## src/rtl/dcache_fill_ctrl_pkg.sv

```systemverilog
// dcache_fill_ctrl_pkg
//   Shared definitions for the data-cache miss fill controller.
//   - state_t         : controller state encoding (IDLE / FILL / META)
//   - WORDS_PER_BLOCK : words in one cache line
//   - OFFSET_W        : byte-offset bits inside a line (line alignment)
//   - WORD_IDX_W      : width of the word slot index inside a line
//   - IC_W            : width of the issue counter, which must reach 8
package dcache_fill_ctrl_pkg;

    typedef enum logic [1:0] {
        ST_IDLE = 2'b00,
        ST_FILL = 2'b01,
        ST_META = 2'b10
    } state_t;

    localparam int WORDS_PER_BLOCK = 8;
    localparam int OFFSET_W        = 4;
    localparam int WORD_IDX_W      = 3;
    localparam int IC_W            = WORD_IDX_W + 1;

endpackage

```

## src/rtl/dcache_fill_ctrl_fill_counter.sv

```systemverilog
// fill_counter
//   Width-W up-counter with enable, synchronous clear and a saturation flag.
//   The count holds once it reaches MAX_VAL; clear has priority over enable.
//   Ports:
//     clk   : clock, rising edge
//     rst   : asynchronous active-low reset, clears the count
//     en    : count up by one this cycle (ignored while saturated)
//     clr   : synchronous clear to zero
//     count : current count value
//     sat   : high when count equals MAX_VAL
module fill_counter #(
    parameter int           W       = 4,
    parameter logic [W-1:0] MAX_VAL = '1
) (
    input  logic         clk,
    input  logic         rst,
    input  logic         en,
    input  logic         clr,
    output logic [W-1:0] count,
    output logic         sat
);

    assign sat = (count == MAX_VAL);

    always_ff @(posedge clk or negedge rst) begin
        if (!rst) begin
            count <= '0;
        end else if (clr) begin
            count <= '0;
        end else if (en && !sat) begin
            count <= count + W'(1);
        end
    end

endmodule

```

## src/rtl/dcache_fill_ctrl.sv

```systemverilog
// dcache_fill_ctrl
//   Services a data-cache miss: issues one read per cycle for every word of the
//   aligned line, writes each returned word into the data array with its slot
//   index, then pulses the metadata write and drops the stall.
//   Optional build macro: DCACHE_FILL_PERF_CNT_EN adds miss_count and
//   stall_cycles saturating performance counters.
//   Ports:
//     clk, rst           : clock and asynchronous active-low reset
//     miss_detected      : level miss request from the cache
//     miss_address       : missing byte address
//     memory_data(_valid): read return from main memory, in issue order
//     memory_en          : read request strobe
//     memory_address     : read request address (word aligned)
//     fill_data          : word written into the data array
//     fill_word_idx      : word slot within the line
//     write_data_array   : data-array write enable
//     write_tag_array    : metadata write enable (one cycle per fill)
//     fsm_busy           : pipeline stall request
//     miss_count         : (perf build) number of fills started
//     stall_cycles       : (perf build) number of busy cycles
module dcache_fill_ctrl
    import dcache_fill_ctrl_pkg::*;
#(
    parameter int ADDR_W          = 16,
    parameter int DATA_W          = 16,
    parameter int WORDS_PER_BLOCK = 8,
    parameter int MEM_LAT         = 4
) (
    input  logic                  clk,
    input  logic                  rst,
    input  logic                  miss_detected,
    input  logic [ADDR_W-1:0]     miss_address,
    input  logic [DATA_W-1:0]     memory_data,
    input  logic                  memory_data_valid,
    output logic                  memory_en,
    output logic [ADDR_W-1:0]     memory_address,
    output logic [DATA_W-1:0]     fill_data,
    output logic [WORD_IDX_W-1:0] fill_word_idx,
    output logic                  write_data_array,
    output logic                  write_tag_array,
    output logic                  fsm_busy
`ifdef DCACHE_FILL_PERF_CNT_EN
    ,
    output logic [15:0]           miss_count,
    output logic [15:0]           stall_cycles
`endif
);

    state_t                  state;
    logic [ADDR_W-1:0]       base;
    logic [IC_W-1:0]         ic;
    logic [WORD_IDX_W-1:0]   rc;
    logic                    ic_sat;
    logic                    rc_sat;
    logic                    in_fill;
    logic                    last_return;
    logic                    ctr_clr;
    logic                    unused_addr_bits;

    // The line offset bits never reach the request path; base is line aligned.
    assign unused_addr_bits = ^miss_address[OFFSET_W-1:0];

    assign in_fill     = (state == ST_FILL);
    assign last_return = in_fill && memory_data_valid && rc_sat;
    // Counters are cleared on the cycle that enters META and held at zero
    // whenever no fill is running.
    assign ctr_clr     = last_return || !in_fill;

    fill_counter #(
        .W       (IC_W),
        .MAX_VAL (IC_W'(WORDS_PER_BLOCK))
    ) u_issue_cnt (
        .clk   (clk),
        .rst   (rst),
        .en    (in_fill && !ic_sat),
        .clr   (ctr_clr),
        .count (ic),
        .sat   (ic_sat)
    );

    fill_counter #(
        .W       (WORD_IDX_W),
        .MAX_VAL (WORD_IDX_W'(WORDS_PER_BLOCK - 1))
    ) u_return_cnt (
        .clk   (clk),
        .rst   (rst),
        .en    (in_fill && memory_data_valid),
        .clr   (ctr_clr),
        .count (rc),
        .sat   (rc_sat)
    );

    always_ff @(posedge clk or negedge rst) begin
        if (!rst) begin
            state <= ST_IDLE;
            base  <= '0;
        end else begin
            case (state)
                ST_IDLE: begin
                    if (miss_detected) begin
                        base  <= {miss_address[ADDR_W-1:OFFSET_W], OFFSET_W'(0)};
                        state <= ST_FILL;
                    end
                end
                ST_FILL: begin
                    if (last_return) begin
                        state <= ST_META;
                    end
                end
                ST_META: state <= ST_IDLE;
                default: state <= ST_IDLE;
            endcase
        end
    end

    // Outputs decode from state and counters only; returns seen outside FILL
    // are dropped, which covers stale data still in flight after a reset.
    assign memory_en        = in_fill && !ic_sat;
    assign memory_address   = memory_en ? (base + ADDR_W'({ic, 1'b0})) : '0;
    assign write_data_array = in_fill && memory_data_valid;
    assign fill_data        = write_data_array ? memory_data : '0;
    assign fill_word_idx    = write_data_array ? rc : '0;
    assign write_tag_array  = (state == ST_META);
    assign fsm_busy         = (state != ST_IDLE);

    // Every accepted return must match a request issued MEM_LAT cycles earlier.
    a_return_latency: assert property (@(posedge clk) disable iff (!rst)
        write_data_array |-> $past(memory_en, MEM_LAT));

`ifdef DCACHE_FILL_PERF_CNT_EN
    logic miss_sat;
    logic stall_sat;

    fill_counter #(.W(16)) u_miss_cnt (
        .clk   (clk),
        .rst   (rst),
        .en    ((state == ST_IDLE) && miss_detected && !miss_sat),
        .clr   (1'b0),
        .count (miss_count),
        .sat   (miss_sat)
    );

    fill_counter #(.W(16)) u_stall_cnt (
        .clk   (clk),
        .rst   (rst),
        .en    (fsm_busy && !stall_sat),
        .clr   (1'b0),
        .count (stall_cycles),
        .sat   (stall_sat)
    );
`endif

endmodule
```

## config.mk

```make
export PLATFORM = sky130hd
export DESIGN_NAME = dcache_fill_ctrl
export DESIGN_NICKNAME = d
export VERILOG_FILES = /design/src/rtl/dcache_fill_ctrl_pkg.sv /design/src/rtl/dcache_fill_ctrl_fill_counter.sv /design/src/rtl/dcache_fill_ctrl.sv
export SDC_FILE = /design/constraint.sdc
export NUM_CORES = 1
export LEC_CHECK = 0
export ABC_AREA = 0
export BUFFER_PORTS_ARGS = -buffer_cell sky130_fd_sc_hd__buf_2
export CAP_MARGIN = 20
export CORE_UTILIZATION = 48
export CTS_CLUSTER_SIZE = 28
export DETAILED_ROUTE_END_ITERATION = 8
export PLACE_DENSITY = 0.85
export SYNTH_ARGS = -nofsm -noshare
export SYNTH_HDL_FRONTEND = slang
export SYNTH_SLANG_ARGS = --single-unit
```

## constraint.sdc

```tcl
create_clock -name clk -period 3.77 [get_ports clk]
set_input_delay 0.1885 -clock clk [delete_from_list [all_inputs] [get_ports clk]]
set_output_delay 0.1885 -clock clk [all_outputs]
set_load 0.01 [all_outputs]
```

## After elaboration in Yosys (flattened, before gate mapping)

Index checks and enable logic that the tools add are counted.

| cells by class | value |
|---|---|
| equal/unequal tests | 6 |
| reductions and logical operators | 15 |
| $add $sub $neg | 3 |
| muxes and demuxes | 10 |

Operators with widths:

| cell | count |
|---|---|
| 16-bit two-way mux | 2 |
| 16-bit by 5-bit adder with 16-bit output | 1 |
| 3-bit two-way mux | 3 |
| 4-bit two-way mux | 2 |
| 2-bit nonzero test | 3 |
| 1-bit logical AND | 5 |
| 4-bit by 1-bit adder with 4-bit output (second input constant) | 1 |
| 4-bit equality test (second input constant) | 1 |
| 2-bit two-way mux | 2 |
| 2-bit case mux with 2 select lines | 1 |
| 2-bit AND reduction | 2 |
| 3-bit by 1-bit adder with 3-bit output (second input constant) | 1 |
| 3-bit equality test (second input constant) | 1 |
| 1-bit logical NOT | 3 |
| 2-bit by 1-bit equality test with 1-bit output (second input constant) | 1 |
| 2-bit equality test (second input constant) | 1 |
| 2-bit logical NOT | 1 |
| 2-bit by 1-bit inequality test with 1-bit output (second input constant) | 1 |
| 2-bit inequality test (second input constant) | 1 |
| 1-bit logical OR | 1 |

| storage, ports and cells | value |
|---|---|
| logic and storage cells | 38 |
| flip-flop bits (word level) | 21 |
| output and inout bits | 39 |
| input port bits | 36 |

## Logic depth before layout (Yosys ltp)

| depth | value |
|---|---|
| depth in word-level cells | 6 |
| gate-level depth with buffers | 6 |
| gate-level depth less buffers | 5 |

## Modules after synthesis

A second synthesis with hierarchy kept.

| unflattened totals | value |
|---|---|
| cell total of the unflattened synthesis | 152 |
| area total of the unflattened synthesis | 1425.1 um2 |

Modules (own cells, without submodules):

| module | instances | area an instance (um2) | seq. area each (um2) | cells each |
|---|---|---|---|---|
| dcache_fill_ctrl | 1 | 1008.5 | 350.3 | 113 |
| fill_counter (u_issue_cnt) | 1 | 232.7 | 100.1 | 24 |
| fill_counter (u_return_cnt) | 1 | 183.9 | 75.1 | 15 |

## Least setup slack after synthesis

No wires, ideal clock.

| path | value |
|---|---|
| path kind | reg2out |
| start | register u_issue_cnt.count[3] |
| end | output port memory_address[15] |
| buffers on the path | 0 |
| data arrival time | 1467 ps |
| cell stages (with the launch flop) | 5 |
| setup slack | 2114 ps |
| data required time | 3582 ps |
| cells stage by stage | dfrtp_1 ha_1 nand4_4 or4_1 a21oi_1 |

| on the way | value |
|---|---|
| longest elaborated chain between the ends | 4 |
| elaborated cells on any way between the ends | 5 |
| those cells by class | 1 x add/sub; 1 x eq/ne; 1 x mux; 2 x reduce/logical |

RTL lines:

| element | line | source |
|---|---|---|
| from (decl) | dcache_fill_ctrl_fill_counter.sv:19 | `output logic [W-1:0] count,` |
| from (signal assigned) | dcache_fill_ctrl_fill_counter.sv:31 | `count <= count + W'(1);` |
| branches (longest 3 deep; another with 16-bit by 5-bit adder with 16-bit output) | -- |  |
| 16-bit two-way mux (*) | dcache_fill_ctrl.sv:119 | `assign memory_address = memory_en ? (base + ADDR_W'({ic, 1'b0})) : '0;` |
| to (decl) | dcache_fill_ctrl.sv:36 | `output logic [ADDR_W-1:0] memory_address,` |

Every way passes the cells marked *.

## Worst setup path after layout

Same ends and word-level chain as after synthesis.

==> run_results.csv <==
group,metric,value,unit
cells_and_area,final_cell_mix,"buf_2, and3_1, dfrtp_1",
synthesis,ys_seq_area_share,37.57,%
synthesis,syn_area,1399,um2
synthesis,synth-seq-cells,21,
synthesis,synth_edf_count,0,
synthesis,yosys-top-cells-area,"dfrtp_1, and3_1, mux2_2",
cells_and_area,nNetsFinal,258,
sta,finalCritPeriodShare,58.30,%
clocking,cts-resized-gates,0,
sta,fmax,455.0,MHz
sta,max_slew_margin,34.52,%
cells_and_area,drive_above_1_share,41.86,%
synthesis,synth_top_area_share,37.57,%
sta,fin_crit,2198,ps
place,port_buffers,69,
critical_path,critPathKind,"reg2out",
critical_path,cp.arrival,2010,ps
global_routing,grt.met2_usage,37.41,%
clocking,clock-sinks,21,
sta,rsz0062_at_grt,"no",
hold_path,worstHoldPathType,"in2reg",
place,preCtsSetupSlack,1769,ps
floorplanning,dieArea,3134,um2
floorplanning,die_h,55.99,um
detailed_routing,drtIter0Drc,34,
clocking,cts_buffer_depth,2,
synthesis,synth-simple-area-share,29.79,%
clocking,cts_buffers,3,
synthesis,synthAdderAreaFrac,5.367,%
sta,worst_slack,1572,ps
synthesis,synth_top_family_by_area,"simple AND/OR/NAND/NOR gates",
global_routing,grt_overflow,0,
synthesis,synth_area_leader_cell,"dfrtp_1",
detailed_routing,ant_nets,0,
power_and_ir_drop,p_leak,0.9530,nW
critical_path,start_kind,"flop",
critical_path,critPathMaxStageDelay,490,ps
critical_path,worstPathBufferInverterCount,1,
global_routing,grt_pass1_vias,1204,
detailed_routing,drc,0,
cells_and_area,final_common_cell,"buf_2",
sta,setup_tns,0,ps
floorplanning,core_area,2758,um2
floorplanning,die_w,55.99,um
sta,finalHoldViolations,0,
sta,tightestPinTransition,978.6,ps
sta,setup_viol,0,
global_routing,grt_max_degree,30,
critical_path,slowest_stage,"or4_1",
power_and_ir_drop,power,0.001211,W
cells_and_area,n_antenna_cell,0,
global_routing,grt_pass1_wl,5106,um
critical_path,critPathTopFamily,"simple AND/OR/NAND/NOR gates",
critical_path,cp.required,3580,ps
synthesis,muxShareOfSynthArea,10.38,%
synthesis,synth.distinct_cells,32,
synthesis,synth_xor_area_share,2.504,%
detailed_routing,drt_pass1_iterations,4,
detailed_routing,wl,3089,um
global_routing,grtUsageMet1,24.28,%
sta,finalClockSkew,1.936,ps
clocking,cts-root-buf,"clkbuf_4",
detailed_routing,post_drt_via_cell_ratio,5.325,
detailed_routing,wl_per_cell,12.56,um
clocking,ctsHoldBuffers,1,
place,gp_congestion,0.7863,
synthesis,async_flop_share,100.0,%
floorplanning,start_util,50.73,%
run_status,status,"finished clean",
clocking,clk_latency,310,ps
clocking,h-tree-depth,1,
global_routing,grt_usage,20.80,%
detailed_routing,num_vias,1310,
synthesis,synth_fp_nets,191,
floorplanning,num_rows,19,
clocking,cts_tree,"done",
global_routing,grt_busiest_layer,"met2",
clocking,clkTransAtPathRegs,110,ps
synthesis,postSynthCellCount,149,
synthesis,syn_area_per_cell,9.388,um2
critical_path,crit_chain,"ha_1, nand4_4, or4_1, a21oi_1, buf_2",
place,hpwl,2349,um
power_and_ir_drop,vdd_drop_max,0.4321,mV
cells_and_area,area.growth.synth_to_final,26.92,%
clocking,cts_setup_buffers,0,
critical_path,path_max_fanout,8,
global_routing,use_met3,3.721,%
synthesis,synth_compound_area_share,8.766,%
synthesis,yosysWarnings,0,
power_and_ir_drop,power_density,681.9,nW/um2
sta,maxSlewViolCount,0,
floorplanning,io_pins,75,
critical_path,endpoint_kind,"primary output",
global_routing,antenna_found_initial,0,
synthesis,ys.flop_type,"dfrtp_1",
job,max_cap_viol_count,0,
## final timing paths
path	from	end	slack (ps)	depth (start not counted)
max	u_issue_cnt.count[3]	memory_address[15]	1570	5
min	miss_address[4]	base[4]	100	2
max reg2reg	state[1]	base[8]	1760	3
min reg2reg	base[15]	base[15]	560	1
max in group asynchronous	rst	base[8]	3100	2
min in group asynchronous	rst	u_return_cnt.count[2]	350	2
## metrics by stage
step	hold WS (ps)	instance area (um2)	util, %	std cells
3_3_place_gp	169.4	1738	63.02	241
6_report	101.1	1775	64.38	246
3_5_place_dp	178.6	1738	63.02	241
4_1_cts	91.17	1775	64.38	246
5_1_grt	91.35	1775	64.38	246
2_1_floorplan	-107.1	1399	-	149
## sequential cells by signal, summed over array words and instances (netlist names)
name and count:
base 12, state 2, u_issue_cnt.count 4, u_return_cnt.count 3
## worst register-to-register path, stage by stage (launching register included)
cell and delay (ps):
dfrtp_1 420, or2_2 320, nor2_1 750, mux2_2 430
## cell usage after synthesis, types with 2 or more instances
master and n:
a21oi_1 12, and2_1 2, and3_1 22, buf_4 2
clkbuf_1 5, dfrtp_1 21, ha_1 6, inv_1 6
mux2_2 12, nand2_1 6, nand2b_1 4, nand3_1 5
nand3b_1 3, nand4_4 2, nor2_1 9, nor2b_1 2
o21ai_0 5, o31ai_1 4, or3_1 3, or4_1 4
xnor2_1 2, xor2_1 2
## kinds of logic (layout without fill, tap and decap cells)
| group | Yosys count | after routing |
|---|---|---|
| AND/OR/NAND/NOR | 67 | 67 |
| AO/OA/AOI/OAI | 22 | 22 |
| flip-flops | 21 | 21 |
| buffers and inverters | 15 | 81 |
| multiplexers | 13 | 13 |
| adder cells (fa/ha/maj) | 6 | 6 |
| XOR/XNOR | 4 | 4 |
| other | 1 | 1 |
## per-layer routing
| layer | vias to the layer above | wire [um] |
|---|---|---|
| li1 | 661 | - |
| met1 | 581 | 1303 |
| met2 | 64 | 1499 |
| met3 | 4 | 243 |
| met4 | 0 | 42 |
| met5 | - | 0 |
## where the power goes
part	switching (W)	leakage (nW)	internal [W]
registers	0.000127	0.255	0.000326
clock network	0.0000693	0.0177	0.0000397
logic	0.000339	0.681	0.000309
total	0.000535	0.953	0.000675
## final cells by class
| class | count | area, um2 |
|---|---|---|
| fillers | 226 | 982.2 |
| multi-input cells | 113 | 798.3 |
| flip-flops and latches | 21 | 525.5 |
| repair buffers | 71 | 362.8 |
| well taps | 31 | 38.79 |
| clock buffers | 3 | 22.52 |
| inverters | 6 | 22.52 |
| clock inverters | 1 | 5.005 |
No activity file was read; power rests on OpenSTA's default activity.
